===== src/rtl/router_pkg.sv =====
// Constants and state encoding shared by the router controller, encapsulator
// and decapsulator: header widths, flit field offsets and the FSM encoding.
package router_pkg;

  localparam int NUMBER_PACKET_DEF          = 19;
  localparam int RECOGNIZE_ROUTER_WIDTH_DEF = 2;
  localparam int NUM_W = $clog2(NUMBER_PACKET_DEF);
  localparam int HDR_W = 2 + NUM_W + RECOGNIZE_ROUTER_WIDTH_DEF;

  // Flit layout: {payload, dst_addr, ttl, seq, src_router}
  localparam int HDR_LSB     = 0;
  localparam int SRC_LSB     = 0;
  localparam int SEQ_LSB     = RECOGNIZE_ROUTER_WIDTH_DEF;
  localparam int TTL_LSB     = SEQ_LSB + NUM_W;
  localparam int TTL_MSB     = TTL_LSB + 1;
  localparam int DST_LSB     = HDR_W;
  localparam int PAYLOAD_LSB = DST_LSB + 10;

  typedef enum logic [2:0] {
    ST_IDLE    = 3'd0,
    ST_LATCH   = 3'd1,
    ST_READ    = 3'd2,
    ST_CAPTURE = 3'd3,
    ST_WRITE   = 3'd4,
    ST_DONE    = 3'd5
  } encap_state_e;

endpackage


===== src/rtl/pkt_encapsulator.sv =====
// Router input-port-0 encapsulation stage: reads NUMBER_PACKET payload words
// from the source buffer and writes them as addressed Aurora flits to the FIFO.
module pkt_encapsulator
  import router_pkg::*;
#(
  parameter int AURORA_DATA_WIDTH      = 64,
  parameter int ADDR_WIDTH             = 10,
  parameter int NUMBER_PACKET          = NUMBER_PACKET_DEF,
  parameter int RECOGNIZE_ROUTER_WIDTH = RECOGNIZE_ROUTER_WIDTH_DEF
) (
  input  logic                          clk,
  input  logic                          rst_n,
  input  logic                          start_encap_pkt,
  input  logic [ADDR_WIDTH-1:0]         router_dst_addr_send,
  input  logic [HDR_W-1:0]              header_pkt_send,
  input  logic [ADDR_WIDTH-1:0]         src_base_addr,
  output logic                          src_rd_en,
  output logic [ADDR_WIDTH-1:0]         src_rd_addr,
  input  logic [AURORA_DATA_WIDTH-ADDR_WIDTH-HDR_W-1:0] src_rd_data,
  input  logic                          fifo_full,
  output logic                          fifo_wr_en,
  output logic [AURORA_DATA_WIDTH-1:0]  fifo_wr_data,
  output logic                          encap_busy,
  output logic                          encap_done
);

  localparam int PAYLOAD_W = AURORA_DATA_WIDTH - ADDR_WIDTH - HDR_W;
  localparam logic [NUM_W-1:0] LAST_N = NUM_W'(NUMBER_PACKET - 1);

  encap_state_e                   state_q;
  logic [ADDR_WIDTH-1:0]          dst_q;
  logic [ADDR_WIDTH-1:0]          base_q;
  logic [NUM_W-1:0]               n_q;
  logic [1:0]                     ttl_q;
  logic [RECOGNIZE_ROUTER_WIDTH-1:0] src_router_q;
  logic [PAYLOAD_W-1:0]           payload_q;
  logic                           src_rd_en_q;
  logic [ADDR_WIDTH-1:0]          src_rd_addr_q;
  logic                           encap_done_q;

  logic [NUM_W-1:0]               n_d;
  logic [ADDR_WIDTH-1:0]          rd_addr_d;
  logic                           unused_hdr;

  // The header's middle bits carry nothing this stage needs.
  assign unused_hdr = ^header_pkt_send[TTL_LSB-1:SEQ_LSB];

  always_comb begin
    n_d       = n_q + 1'b1;
    rd_addr_d = base_q + ADDR_WIDTH'(n_d);
  end

  always_ff @(posedge clk or negedge rst_n) begin
    if (!rst_n) begin
      state_q       <= ST_IDLE;
      dst_q         <= '0;
      base_q        <= '0;
      n_q           <= '0;
      ttl_q         <= '0;
      src_router_q  <= '0;
      payload_q     <= '0;
      src_rd_en_q   <= 1'b0;
      src_rd_addr_q <= '0;
      encap_done_q  <= 1'b0;
    end else begin
      src_rd_en_q  <= 1'b0;
      encap_done_q <= 1'b0;
      case (state_q)
        ST_IDLE: begin
          if (start_encap_pkt) begin
            dst_q   <= router_dst_addr_send;
            base_q  <= src_base_addr;
            n_q     <= '0;
            state_q <= ST_LATCH;
          end
        end
        // The controller presents the header one cycle after its start pulse.
        ST_LATCH: begin
          ttl_q         <= header_pkt_send[TTL_MSB:TTL_LSB];
          src_router_q  <= header_pkt_send[RECOGNIZE_ROUTER_WIDTH-1:0];
          src_rd_en_q   <= 1'b1;
          src_rd_addr_q <= base_q + ADDR_WIDTH'(n_q);
          state_q       <= ST_READ;
        end
        ST_READ: begin
          state_q <= ST_CAPTURE;
        end
        ST_CAPTURE: begin
          payload_q <= src_rd_data;
          state_q   <= ST_WRITE;
        end
        ST_WRITE: begin
          if (!fifo_full) begin
            if (n_q == LAST_N) begin
              encap_done_q <= 1'b1;
              state_q      <= ST_DONE;
            end else begin
              n_q           <= n_d;
              src_rd_en_q   <= 1'b1;
              src_rd_addr_q <= rd_addr_d;
              state_q       <= ST_READ;
            end
          end
        end
        ST_DONE: begin
          state_q <= ST_IDLE;
        end
        default: begin
          state_q <= ST_IDLE;
        end
      endcase
    end
  end

  // Write strobe follows fifo_full combinationally so a full that rises on
  // WRITE entry blocks that very cycle; the flit itself is all registers.
  assign fifo_wr_en   = (state_q == ST_WRITE) && !fifo_full;
  assign fifo_wr_data = {payload_q, dst_q, ttl_q, n_q, src_router_q};
  assign src_rd_en    = src_rd_en_q;
  assign src_rd_addr  = src_rd_addr_q;
  assign encap_busy   = (state_q != ST_IDLE);
  assign encap_done   = encap_done_q;

`ifndef SYNTHESIS
  a_no_write_when_full : assert property (@(posedge clk) disable iff (!rst_n)
    !(fifo_wr_en && fifo_full));
  a_flit_held_on_stall : assert property (@(posedge clk) disable iff (!rst_n)
    (state_q == ST_WRITE && fifo_full) |=> $stable(fifo_wr_data));
`endif

endmodule


===== config.mk =====
export PLATFORM = sky130hd
export DESIGN_NAME = pkt_encapsulator
export DESIGN_NICKNAME = d
export VERILOG_FILES = /design/src/rtl/router_pkg.sv /design/src/rtl/pkt_encapsulator.sv
export SDC_FILE = /design/constraint.sdc
export NUM_CORES = 1
export LEC_CHECK = 0
export ABC_CLOCK_PERIOD_IN_PS = 2780
export BUFFER_PORTS_ARGS = -buffer_cell sky130_fd_sc_hd__clkbuf_2
export CAP_MARGIN = 0
export CORE_ASPECT_RATIO = 0.7
export CORE_MARGIN = 3
export CORE_UTILIZATION = 48
export CTS_CLUSTER_SIZE = 24
export DETAILED_ROUTE_END_ITERATION = 12
export GPL_TIMING_DRIVEN = 0
export HOLD_SLACK_MARGIN = 0.12
export MAX_ROUTING_LAYER = met4
export PLACE_DENSITY_LB_ADDON = 0.05
export SETUP_SLACK_MARGIN = 0.02
export SLEW_MARGIN = 30
export SYNTH_ARGS = -nofsm -noshare
export SYNTH_HDL_FRONTEND = slang
export SYNTH_SLANG_ARGS = --single-unit

===== constraint.sdc =====
create_clock -name clk -period 2.78 [get_ports clk]
set_input_delay 0.139 -clock clk [delete_from_list [all_inputs] [get_ports clk]]
set_output_delay 0.139 -clock clk [all_outputs]
set_load 0.02 [all_outputs]

* Word-level counts from Yosys, hierarchy flattened
Cells that the tools add are included.
** Cells by class
- $add $sub $neg :: 3
- Equal/unequal tests :: 8
- Multiplexer cells :: 17
- Reductions and logical operators :: 10
** Operators with widths (count)
- $add 10x5->10 :: 2
- $mux 10 :: 2
- $pmux 10 s2 :: 1
- $mux 5 :: 3
- $pmux 3 s5 :: 1
- $pmux 5 s2 :: 1
- $mux 3 :: 3
- $eq 3x2->1 const B :: 2
- $ne 2x2->1 const B :: 3
- $add 5x1->5 const B :: 1
- $eq 5x5->1 const B :: 1
- $mux 1 :: 5
- $reduce_and 2->1 :: 2
- $reduce_and 4->1 :: 1
- $reduce_bool 2->1 :: 2
- $eq 3x1->1 const B :: 1
- $eq 3x3->1 const B :: 1
- $logic_not 3->1 :: 1
- $reduce_and 3->1 :: 1
- $reduce_bool 3->1 :: 1
- $pmux 1 s2 :: 1
- $logic_and 1x1->1 :: 1
- $logic_not 1->1 :: 1
** Word-level totals
- Flip-flop bits (word level) :: 89
- Output and inout port bits :: 78

* Logic depth before layout (Yosys ltp)
Gate-level depths: netlist of run 1.
- Depth in word-level cells :: 5
- Depth in mapped cells :: 12
- Gate-level depth less buffers :: 11

* Least setup slack after synthesis of run 1
OpenSTA, ideal clock, no wires.
- Path kind :: flip-flop to flip-flop
- From :: reg state_q[0]
- To :: reg src_rd_addr_q[8] (netlist: src_rd_addr[8])
- Setup time :: 0.082 ns
- Arrival :: 2.426 ns
- Required time :: 2.698 ns
- Path slack :: 0.272 ns
- Stages on the path, launching flop included :: 13
- Path buffers :: 1
- Clock period less this slack :: 2.508 ns
- Cells stage by stage :: dfrtp_1 > buf_2 > nor2_1 > nand2_1 > inv_1 > ha_1 > inv_1 > ha_1 > fa_1 > a21oi_1 > o211ai_1 > a31o_2 > a31oi_1
** On the way
- Cells in the longest elaborated chain, start to end :: 3
- Elaborated cells on any way between the ends :: 7
- Classes of those cells :: eq/ne: 4; mux: 1; reduce/logical: 2
** RTL lines
- from (decl) :: line pkt_encapsulator.sv:30 : encap_state_e state_q;
- from (signal assigned) :: line pkt_encapsulator.sv:55 : state_q <= ST_IDLE;
- from (signal assigned) :: line pkt_encapsulator.sv:74 : state_q <= ST_LATCH;
- from (signal assigned) :: line pkt_encapsulator.sv:83 : state_q <= ST_READ;
- $eq 3x3->1 or $eq 3x1->1 (tied branches) :: line pkt_encapsulator.sv:68 : case (state_q)
- $ne 2x2->1 (no line) or $reduce_bool 2->1 (tied branches)
- $reduce_and 3->1 (no line)
- to (signal assigned) :: line pkt_encapsulator.sv:82 : src_rd_addr_q <= base_q + ADDR_WIDTH'(n_q);
- to (signal assigned) :: line pkt_encapsulator.sv:100 : src_rd_addr_q <= rd_addr_d;
- to (decl) :: line pkt_encapsulator.sv:38 : logic [ADDR_WIDTH-1:0] src_rd_addr_q;
Several ways; a longest one is shown, not always the timed one.
A chain may end at the register's enable or synchronous reset.

* Worst setup path in the final report of run 1
- From :: reg state_q[1]
- To :: reg src_rd_addr_q[8] (netlist: src_rd_addr[8])
The elaborated chain is that of the path after synthesis.

==> results of run 1 <==
-- cell type report --
| class | count | area share (%) |
|---|---|---|
| Inverter | 7 | 0.4557 |
| Timing Repair Buffer | 221 | 25.89 |
| Clock inverter | 3 | 1.172 |
| Buffer | 13 | 1.215 |
| Tap cell | 98 | 2.127 |
| Multi-Input combinational cell | 181 | 26.37 |
| Clock buffer | 10 | 4.145 |
| Sequential cell | 89 | 38.63 |
-- critical path, cell delays in order (launching register included) --
cell and delay, ns:
dfrtp_1 0.34, buf_6 0.14, nor2_1 0.06, nand2_2 0.15, inv_1 0.12, ha_1 0.30, inv_1 0.05, ha_1 0.22
fa_2 0.39, a21oi_2 0.19, o211ai_1 0.19, a31o_2 0.30, a31oi_1 0.15
-- flip-flops by register name (all words and copies together), names as in the netlist --
| name | count |
|---|---|
| base_q | 10 |
| dst_q | 10 |
| encap_done | 1 |
| n_q | 5 |
| payload_q | 45 |
| src_rd_addr | 10 |
| src_rd_en | 1 |
| src_router_q | 2 |
| state_q | 3 |
| ttl_q | 2 |
-- logic make-up after synthesis --
| group | share of synthesized area (%) |
|---|---|
| DFF | 58.25 |
| muxes | 20.03 |
| and+or+nand+nor | 8.377 |
| AOI/OAI and AO/OA | 5.923 |
| buffers and inverters | 2.454 |
| adders and majority gates | 3.141 |
| xor gates and xnor gates | 1.833 |
-- final timing paths --
| kind | startpoint | end | slack [ns] | depth (start not counted) |
|---|---|---|---|---|
| setup / recovery | state_q[1] | src_rd_addr[8] | 0.09 | 12 |
| hold / removal | rst_n | src_router_q[1] | 0.28 | 2 |
| setup reg to reg | state_q[1] | src_rd_addr[8] | 0.09 | 12 |
| hold reg to reg | src_rd_addr[2] | src_rd_addr[2] | 0.48 | 2 |
| max in group asynchronous | rst_n | dst_q[0] | 1.94 | 3 |
| min in group clk | fifo_full | state_q[2] | 0.28 | 3 |
-- cells in the mapped netlist (2+ instances only) --
cell type / number / area (sq um)
xor2_1: 2 / 17.52
xnor2_1: 6 / 52.55
nand3_1: 6 / 30.03
buf_2: 9 / 45.04
clkbuf_1: 3 / 11.26
o21ai_0: 12 / 60.06
nor3_1: 5 / 25.02
o21bai_1: 2 / 15.01
ha_1: 8 / 100.1
dfrtp_1: 89 / 2227
o211ai_1: 2 / 15.01
a21oi_1: 9 / 45.04
nand2_1: 22 / 82.58
a31oi_1: 3 / 18.77
or4_1: 2 / 15.01
mux2_2: 68 / 765.7
nor2_1: 12 / 45.04
inv_1: 6 / 22.52
-- power breakdown --
part           switching [W]  internal (W)
clock network       0.000459      0.000796
logic                0.00180       0.00141
registers           0.000367       0.00194
-- cell usage in the layout, fill, tap and decap left out, drive strengths merged, types with 3 or more instances in the layout --
| cell | instances |
|---|---|
| buf | 11 |
| nor3 | 5 |
| dlygate4sd3 | 71 |
| inv | 6 |
| o21ai | 12 |
| nor4b | 3 |
| ha | 8 |
| dfrtp | 89 |
| nand3 | 6 |
| clkbuf | 162 |
| mux2 | 68 |
| nor2 | 12 |
| a31oi | 3 |
| nand2 | 22 |
| a21oi | 10 |
| xnor2 | 6 |
-- per-stage QoR --
step / cell area (sq um) / hold WS, ns
global route: 5766 / 0.3008
global placement: 4692 / 0.3424
detailed placement: 4728 / 0.07169
CTS: 5754 / 0.2681
finish: 5766 / 0.2769
floorplan: 3824 / -0.1566
-- metal layers --
metal | global-route usage [%] | up-vias | wire length, um | part of all wire [%]
li1 | - | 1487 | - | -
met1 | 29.21 | 1509 | 4215 | 43
met2 | 36.35 | 123 | 4787 | 49
met3 | 6.325 | 6 | 728 | 7.4
met4 | 6.963 | 0 | 64 | 0.65
met5 | - | - | 0 | 0
-- timing repair --
item | in CTS | in global routing
endpoints found under the setup margin | 3 | 6
hold endpoints to repair | 159 | 0
pin swaps | 1 | 0
gates cloned | 0 | 0
resized for setup | 3 | 3
hold buffers | 71 | 0
==> results.toml, run 1 <==
[outcome]
status = "complete, no violations"

[cells_and_area]
nFillCells = 507
fin_util_pct = 76.72
seqCellArea_sq_um = 2227
nNetsFinal = 609
final_cell_count_no_fill = 622
multi_input_area_sq_um = 1520
insertedDiodeCount = 0
syn_to_final_growth_pct = 50.79
layout-drive-gt1-share_pct = 48.09

[yosys]
synth_cell_types = 42
yosys_warnings = 0
synth.avg_cell_area_sq_um = 13.19
synth_edf_count = 0
syn-num-nets = 377
synth_flop_cell = "dfrtp_1"
yosysSeqAreaShare_pct = 58.25
syn-cell-area_sq_um = 3824
async_flop_share_pct = 100.0
ys_seq_elements = 89
syn_inst = 290

[sta]
tightestPinTransition_ns = 0.7155
layout_min_cycle_time_ns = 2.688
clock_skew_ns = 0.006820
fmax_ghz = 0.3720
rsz0062_at_grt = "true"
tns_ns = 0
slew_headroom_pct = 52.17
setup_violations = 0
finalHoldViolCount = 0
slew_violations = 0
post-route-period-util_pct = 96.69
layout_setup_ws_ns = 0.09201

[drt]
vias = 3125
drtIter0Drc = 131
wl_per_cell_um = 15.75
viasPerCell = 5.024
drc = 0
postRouteAntennaNets = 0
firstDrtPassIters = 4
wl_mm = 9.796

[critical_path]
endpoint_kind = "flip-flop"
critPathMaxFanout = 9
cp_data_required_time_ns = 3.03
critPathKind = "reg -> reg"
cp-start-kind = "flip-flop"
crit_arrival_ns = 2.94

[global_routing]
grt_max_degree = 55
antenna_found_initial = 0
grt-ovfl-total = 0
grt_pass1_wl_mm = 15.77
track_usage_pct = 22.97
grt_pass1_vias = 3206

[floorplanning]
dieArea_sq_um = 9090
num_io_pins = 156
dieHeight_um = 80.68
fp.dieW_um = 112.7
core_sq_um = 7515
start_util_pct = 50.88
placementRows = 26

[job]
max-cap-violations = 0

[clock_tree]
cts_tree = "built"
path_clk_slew_ns = 0.06
cts_setup_buffers = 0
cts_made_buffers = 9
cts_root_buf = "clkbuf_16"
clk_latency_ns = 0.33
clock_sinks = 89
htree_levels = 3
clockBufferDepth = 2

[place]
dpl_worst_slack_ns = -0.1715
dp_cells = 538
hpwl_mm = 6.449
port_buffers = 149
place_congestion = 0.8331

[hold_path]
hp-class = "in -> async"

[power]
total_power_w = 0.006774
vdd_ir_drop_max_v = 0.0007077
leakage_nw = 2.772
p_per_area_nw_per_um2 = 1175
No activity file was read; power rests on OpenSTA's default activity.
==> run 2: changes to the inputs <==
--- a/config.mk
+++ b/config.mk
@@ -10,7 +10,7 @@
 export CAP_MARGIN = 0
 export CORE_ASPECT_RATIO = 0.7
 export CORE_MARGIN = 3
-export CORE_UTILIZATION = 48
+export CORE_UTILIZATION = 30
 export CTS_CLUSTER_SIZE = 24
 export DETAILED_ROUTE_END_ITERATION = 12
 export GPL_TIMING_DRIVEN = 0
==> constraint.sdc (replaced) <==
create_clock -name clk -period 2.78 [get_ports clk]
set_input_delay 0.278 -clock clk [delete_from_list [all_inputs] [get_ports clk]]
set_output_delay 0.278 -clock clk [all_outputs]
set_load 0.02 [all_outputs]
==> results.toml, run 2 (synthesis results as in run 1) <==
[drt]
firstDrtPassIters = 4
drtIter0Drc = 96
wl_per_cell_um = 14.87
viasPerCell = 4.528
vias = 2785
drc = 0
wl_mm = 9.147
postRouteAntennaNets = 0

[power]
power_frac_seq_pct = 34.6
leakage_nw = 2.485
p_int_w = 0.004073
p_switching_w = 0.002596
clockPowerShare_pct = 19.2
p_per_area_nw_per_um2 = 1296
sw_frac_of_total_pct = 38.93
power_frac_comb_pct = 46.3
vdd_ir_drop_max_v = 0.0004947

[global_routing]
grt-ovfl-total = 0
antenna_found_initial = 0
grt_max_degree = 76
grt_pass1_vias = 2846
track_usage_pct = 13.73
grt_pass1_wl_mm = 14.57

[floorplanning]
num_io_pins = 156
placementRows = 33
core_sq_um = 12060
dieHeight_um = 100.5
dieArea_sq_um = 14160
fp.dieW_um = 140.9
start_util_pct = 31.71

[sta]
tightestPinTransition_ns = 0.8084
clock_skew_ns = 0.004372
layout_min_cycle_time_ns = 2.619
tns_ns = 0
layout_setup_ws_ns = 0.1607
setup_violations = 0
hold_ws_ns = 0.1573
rsz0062_at_grt = "true"
slew_violations = 0
finalHoldViolCount = 0
fmax_ghz = 0.3818
slew_headroom_pct = 45.97
post-route-period-util_pct = 94.22

[outcome]
status = "complete, no violations"

[critical_path]
endpoint_kind = "flip-flop"
crit_arrival_ns = 2.88
cp-start-kind = "flip-flop"
critPathKind = "reg -> reg"
cp_data_required_time_ns = 3.04
critPathMaxFanout = 8

[cells_and_area]
insertedDiodeCount = 0
nNetsFinal = 540
fin_area_sq_um = 5146
layout-drive-gt1-share_pct = 55.02
syn_to_final_growth_pct = 34.59
top_register = "payload_q"
final_cell_mix = "clkbuf_2 (148), dfrtp_1 (89), mux2_2 (68), nand2_1 (21)"
layout_commonest_cell = "clkbuf_2"
largest_register_ff_count = 45

[clock_tree]
clockBufferDepth = 2
cts_made_buffers = 9
path_clk_slew_ns = 0.06
htree_levels = 3
clock_sinks = 89
cts_tree = "built"
cts_root_buf = "clkbuf_16"
clk_latency_ns = 0.33

[place]
hpwl_mm = 6.918
port_buffers = 149
place_area_sq_um = 4802
dpl_worst_slack_ns = -0.1188
place_congestion = 0.7515

[hold_path]
hp-class = "in -> reg"

[job]
max-cap-violations = 0
run 2: changes by cell type in the layout (fill, tap and decap cells not counted), sizes merged:
cell / previous run / this run
dlygate4sd3: 71 / 1
clkbuf: 162 / 164
clkinv: 1 / 2
clkinvlp: 1 / 2
run 2: power groups by stage:
stage	clock network (W)	registers [W]	logic (W)
6_report	0.00128	0.00231	0.00309
5_1_grt	0.00137	0.00240	0.00339
4_1_cts	0.00133	0.00232	0.00313
3_5_place_dp	0	0.00233	0.00311
3_3_place_gp	0	0.00230	0.00308
2_1_floorplan	0	0.00294	0.00146
run 2: metrics by stage:
stage                     power, W  instances  util (%)
after floorplan           0.004399        290         -
after global placement    0.005383        596     39.53
after detailed placement  0.005443        597     39.83
after CTS                 0.006772        615     42.59
after global routing      0.007162        615     42.68
final                     0.006669        615     42.68
run 2: layout make-up:
| class | count | area, sq um |
|---|---|---|
| plain buffers | 13 | 70.07 |
| flip-flops and latches | 89 | 2227 |
| fillers | 1214 | 6910 |
| multi-input cells | 181 | 1514 |
| inverters | 7 | 26.28 |
| repair buffers | 152 | 799.5 |
| clock inverters | 5 | 80.08 |
| clock buffers | 11 | 232.7 |
| well taps | 157 | 196.4 |
run 2: final timing paths:
path	slack [ns]	to	start	depth (start not counted)
min	0.16	base_q[8]	src_base_addr[8]	3
max in group asynchronous	1.85	payload_q[18]	rst_n	3
max reg2reg	0.16	src_rd_addr[8]	state_q[0]	12
min in group asynchronous	0.34	src_rd_addr[4]	rst_n	2
max	0.16	src_rd_addr[8]	state_q[0]	12
min reg2reg	0.49	src_rd_addr[4]	src_rd_addr[4]	2
run 2: worst max-delay path: stages (launching register included):
cell and delay, ns:
dfrtp_1 0.32, clkbuf_4 0.19, nor2_1 0.06, nand2_2 0.08
inv_1 0.08, ha_1 0.28, inv_1 0.04, ha_1 0.21
fa_1 0.42, a21oi_2 0.18, o211ai_1 0.22, a31o_2 0.31
a31oi_1 0.16
run 2: layer usage:
metal	GRT usage [%]	share of wire, %	vias to the layer above
met5	-	0	-
met3	4.267	6.7	11
li1	-	-	1355
met1	19.07	49	1326
met2	19.23	43	93
met4	4.244	1.4	0
run 2: timing repair:
action	CTS	global route
hold endpoints to repair	89	0
hold buffers	1	0
setup endpoints to repair	3	3
pin swaps	2	1
resized for setup	1	3
buffers inserted	1	0
==> run 3: changes to the inputs <==
--- a/config.mk
+++ b/config.mk
@@ -8,9 +8,9 @@
 export ABC_CLOCK_PERIOD_IN_PS = 2780
 export BUFFER_PORTS_ARGS = -buffer_cell sky130_fd_sc_hd__clkbuf_2
 export CAP_MARGIN = 0
-export CORE_ASPECT_RATIO = 0.7
+export CORE_ASPECT_RATIO = 0.5
 export CORE_MARGIN = 3
-export CORE_UTILIZATION = 30
+export CORE_UTILIZATION = 45
 export CTS_CLUSTER_SIZE = 24
 export DETAILED_ROUTE_END_ITERATION = 12
 export GPL_TIMING_DRIVEN = 0
==> results.toml, run 3 (synthesis results as in run 1) <==
[outcome]
status = "complete, no violations"

[job]
max-cap-violations = 0

[drt]
wl_mm = 8.615
firstDrtPassIters = 4
vias = 2846
wl_per_cell_um = 15.06
drc = 0
drtIter0Drc = 109
viasPerCell = 4.976
postRouteAntennaNets = 0

[sta]
setup_violations = 0
rsz0062_at_grt = "false"
finalHoldViolCount = 0
fmax_ghz = 0.3894
post-route-period-util_pct = 92.38
slew_violations = 0
tightestPinTransition_ns = 0.7327
layout_min_cycle_time_ns = 2.568
clock_skew_ns = 0.002990
slew_headroom_pct = 51.03

[cells_and_area]
syn_to_final_growth_pct = 34.00
final_cell_mix = "clkbuf_2 (148), dfrtp_1 (89), mux2_2 (68), nand2_1 (21), o21ai_0 (12)"
nNetsFinal = 542
top_register = "payload_q"
insertedDiodeCount = 0
layout_commonest_cell = "clkbuf_2"
layout-drive-gt1-share_pct = 56.30
fin_area_sq_um = 5124
largest_register_ff_count = 45

[power]
p_int_w = 0.004105
power_frac_comb_pct = 46.3
vdd_ir_drop_max_v = 0.0006091
p_per_area_nw_per_um2 = 1307
p_switching_w = 0.002592
clockPowerShare_pct = 19.4
total_power_w = 0.006697
power_frac_seq_pct = 34.4
sw_frac_of_total_pct = 38.71
leakage_nw = 2.498

[clock_tree]
cts_tree = "built"
clock_sinks = 89
cts_made_buffers = 9
htree_levels = 3
cts_root_buf = "clkbuf_16"
clockBufferDepth = 2
clk_latency_ns = 0.33
path_clk_slew_ns = 0.06

[floorplanning]
start_util_pct = 47.12
dieHeight_um = 71.18
core_sq_um = 8115
dieArea_sq_um = 9706
fp.dieW_um = 136.4
placementRows = 23
num_io_pins = 156

[critical_path]
crit_path_top_delay_cell = "or3b_2"
critPathMaxStageDelay_ns = 0.48
endpoint_kind = "flip-flop"
crit_chain = "clkbuf_4, nor2_2, nand2_2, inv_2, nor2_1, a21oi_2, ha_1, a211o_1, nor4b_1, or3b_2, a31oi_1"
crit_arrival_ns = 2.82
cp_data_required_time_ns = 3.03
critPathKind = "reg -> reg"
critPathMaxFanout = 8
cp-start-kind = "flip-flop"

[place]
port_buffers = 149
place_congestion = 0.7752
hpwl_mm = 6.557
place_area_sq_um = 4746

[global_routing]
antenna_found_initial = 0
grt-ovfl-total = 0
track_usage_pct = 19.03
grt_pass1_wl_mm = 14.09
grt_pass1_vias = 2944
grt_max_degree = 71

[hold_path]
hp-class = "in -> reg"
## run 3: cell types whose count changed in the layout (fill, tap and decap cells not counted), sizes merged
| cell | previous run | this run |
|---|---|---|
| inv | 6 | 7 |
| buf | 11 | 13 |
| clkbuf | 164 | 163 |
## run 3: what timing repair did
item | CTS | global route
endpoints found under the hold margin | 89 | 0
hold buffers | 1 | 0
pin swaps | 0 | 1
buffers inserted | 0 | 3
gates resized for setup | 1 | 6
endpoints found under the setup margin | 2 | 5
## run 3: worst max-delay path: cells and delay by family (launching register included)
kind / cells / cell delay [ns]
flip-flops: 1 / 0.36
adder cells (fa/ha/maj): 1 / 0.27
AO/OA/AOI/OAI: 3 / 0.63
buffers and inverters: 2 / 0.30
AND/OR/NAND/NOR: 5 / 0.93
## run 3: layer usage
layer  up-vias  wire [um]  GRT usage [%]  part of all wire, %
met3         9        625          6.534                  7.3
met2        98       4177          31.40                   48
met4         0         79          4.804                 0.92
met5         -          0              -                    0
met1      1375       3732          22.63                   43
li1       1364          -              -                    -
## run 3: final timing paths
path | from | depth (start not counted) | end | slack, ns
setup / recovery | state_q[0] | 11 | src_rd_addr[9] | 0.21
hold / removal | src_base_addr[8] | 3 | base_q[8] | 0.16
setup reg to reg | state_q[0] | 11 | src_rd_addr[9] | 0.21
hold reg to reg | src_rd_addr[4] | 2 | src_rd_addr[4] | 0.48
max in group asynchronous | rst_n | 3 | src_rd_addr[9] | 1.85
min in group asynchronous | rst_n | 2 | payload_q[31] | 0.37
## run 3: power by group through the flow
stage                     Sequential, W  Clock (W)  Combinational [W]
after floorplan                 0.00294          0            0.00146
final                           0.00230    0.00130            0.00310
after detailed placement        0.00232          0            0.00309
after global routing            0.00239    0.00139            0.00337
after global placement          0.00228          0            0.00300
after CTS                       0.00231    0.00133            0.00311
## run 3: area by class of cell
class / instances / area [sq um]
plain buffers: 13 / 70.07
clock buffers: 10 / 239.0
clock inverters: 6 / 88.84
fillers: 669 / 2992
inverters: 7 / 26.28
multi-input cells: 181 / 1518
flip-flops and latches: 89 / 2227
well taps: 112 / 140.1
repair buffers: 154 / 814.5
## run 3: through the flow
stage | worst slack, ns | TNS (ns) | instances | util, % | hold slack (ns)
6_report | 0.2118 | 0 | 572 | 63.14 | 0.1582
5_1_grt | 0.05601 | 0 | 572 | 63.14 | 0.1575
4_1_cts | 0.02525 | 0 | 569 | 62.67 | 0.1468
3_5_place_dp | -0.03633 | -0.03633 | 552 | 58.48 | 0.1481
3_3_place_gp | -0.001481 | -0.001481 | 551 | 58.03 | 0.4650
2_1_floorplan | 0.2721 | 0 | 290 | - | -0.01759
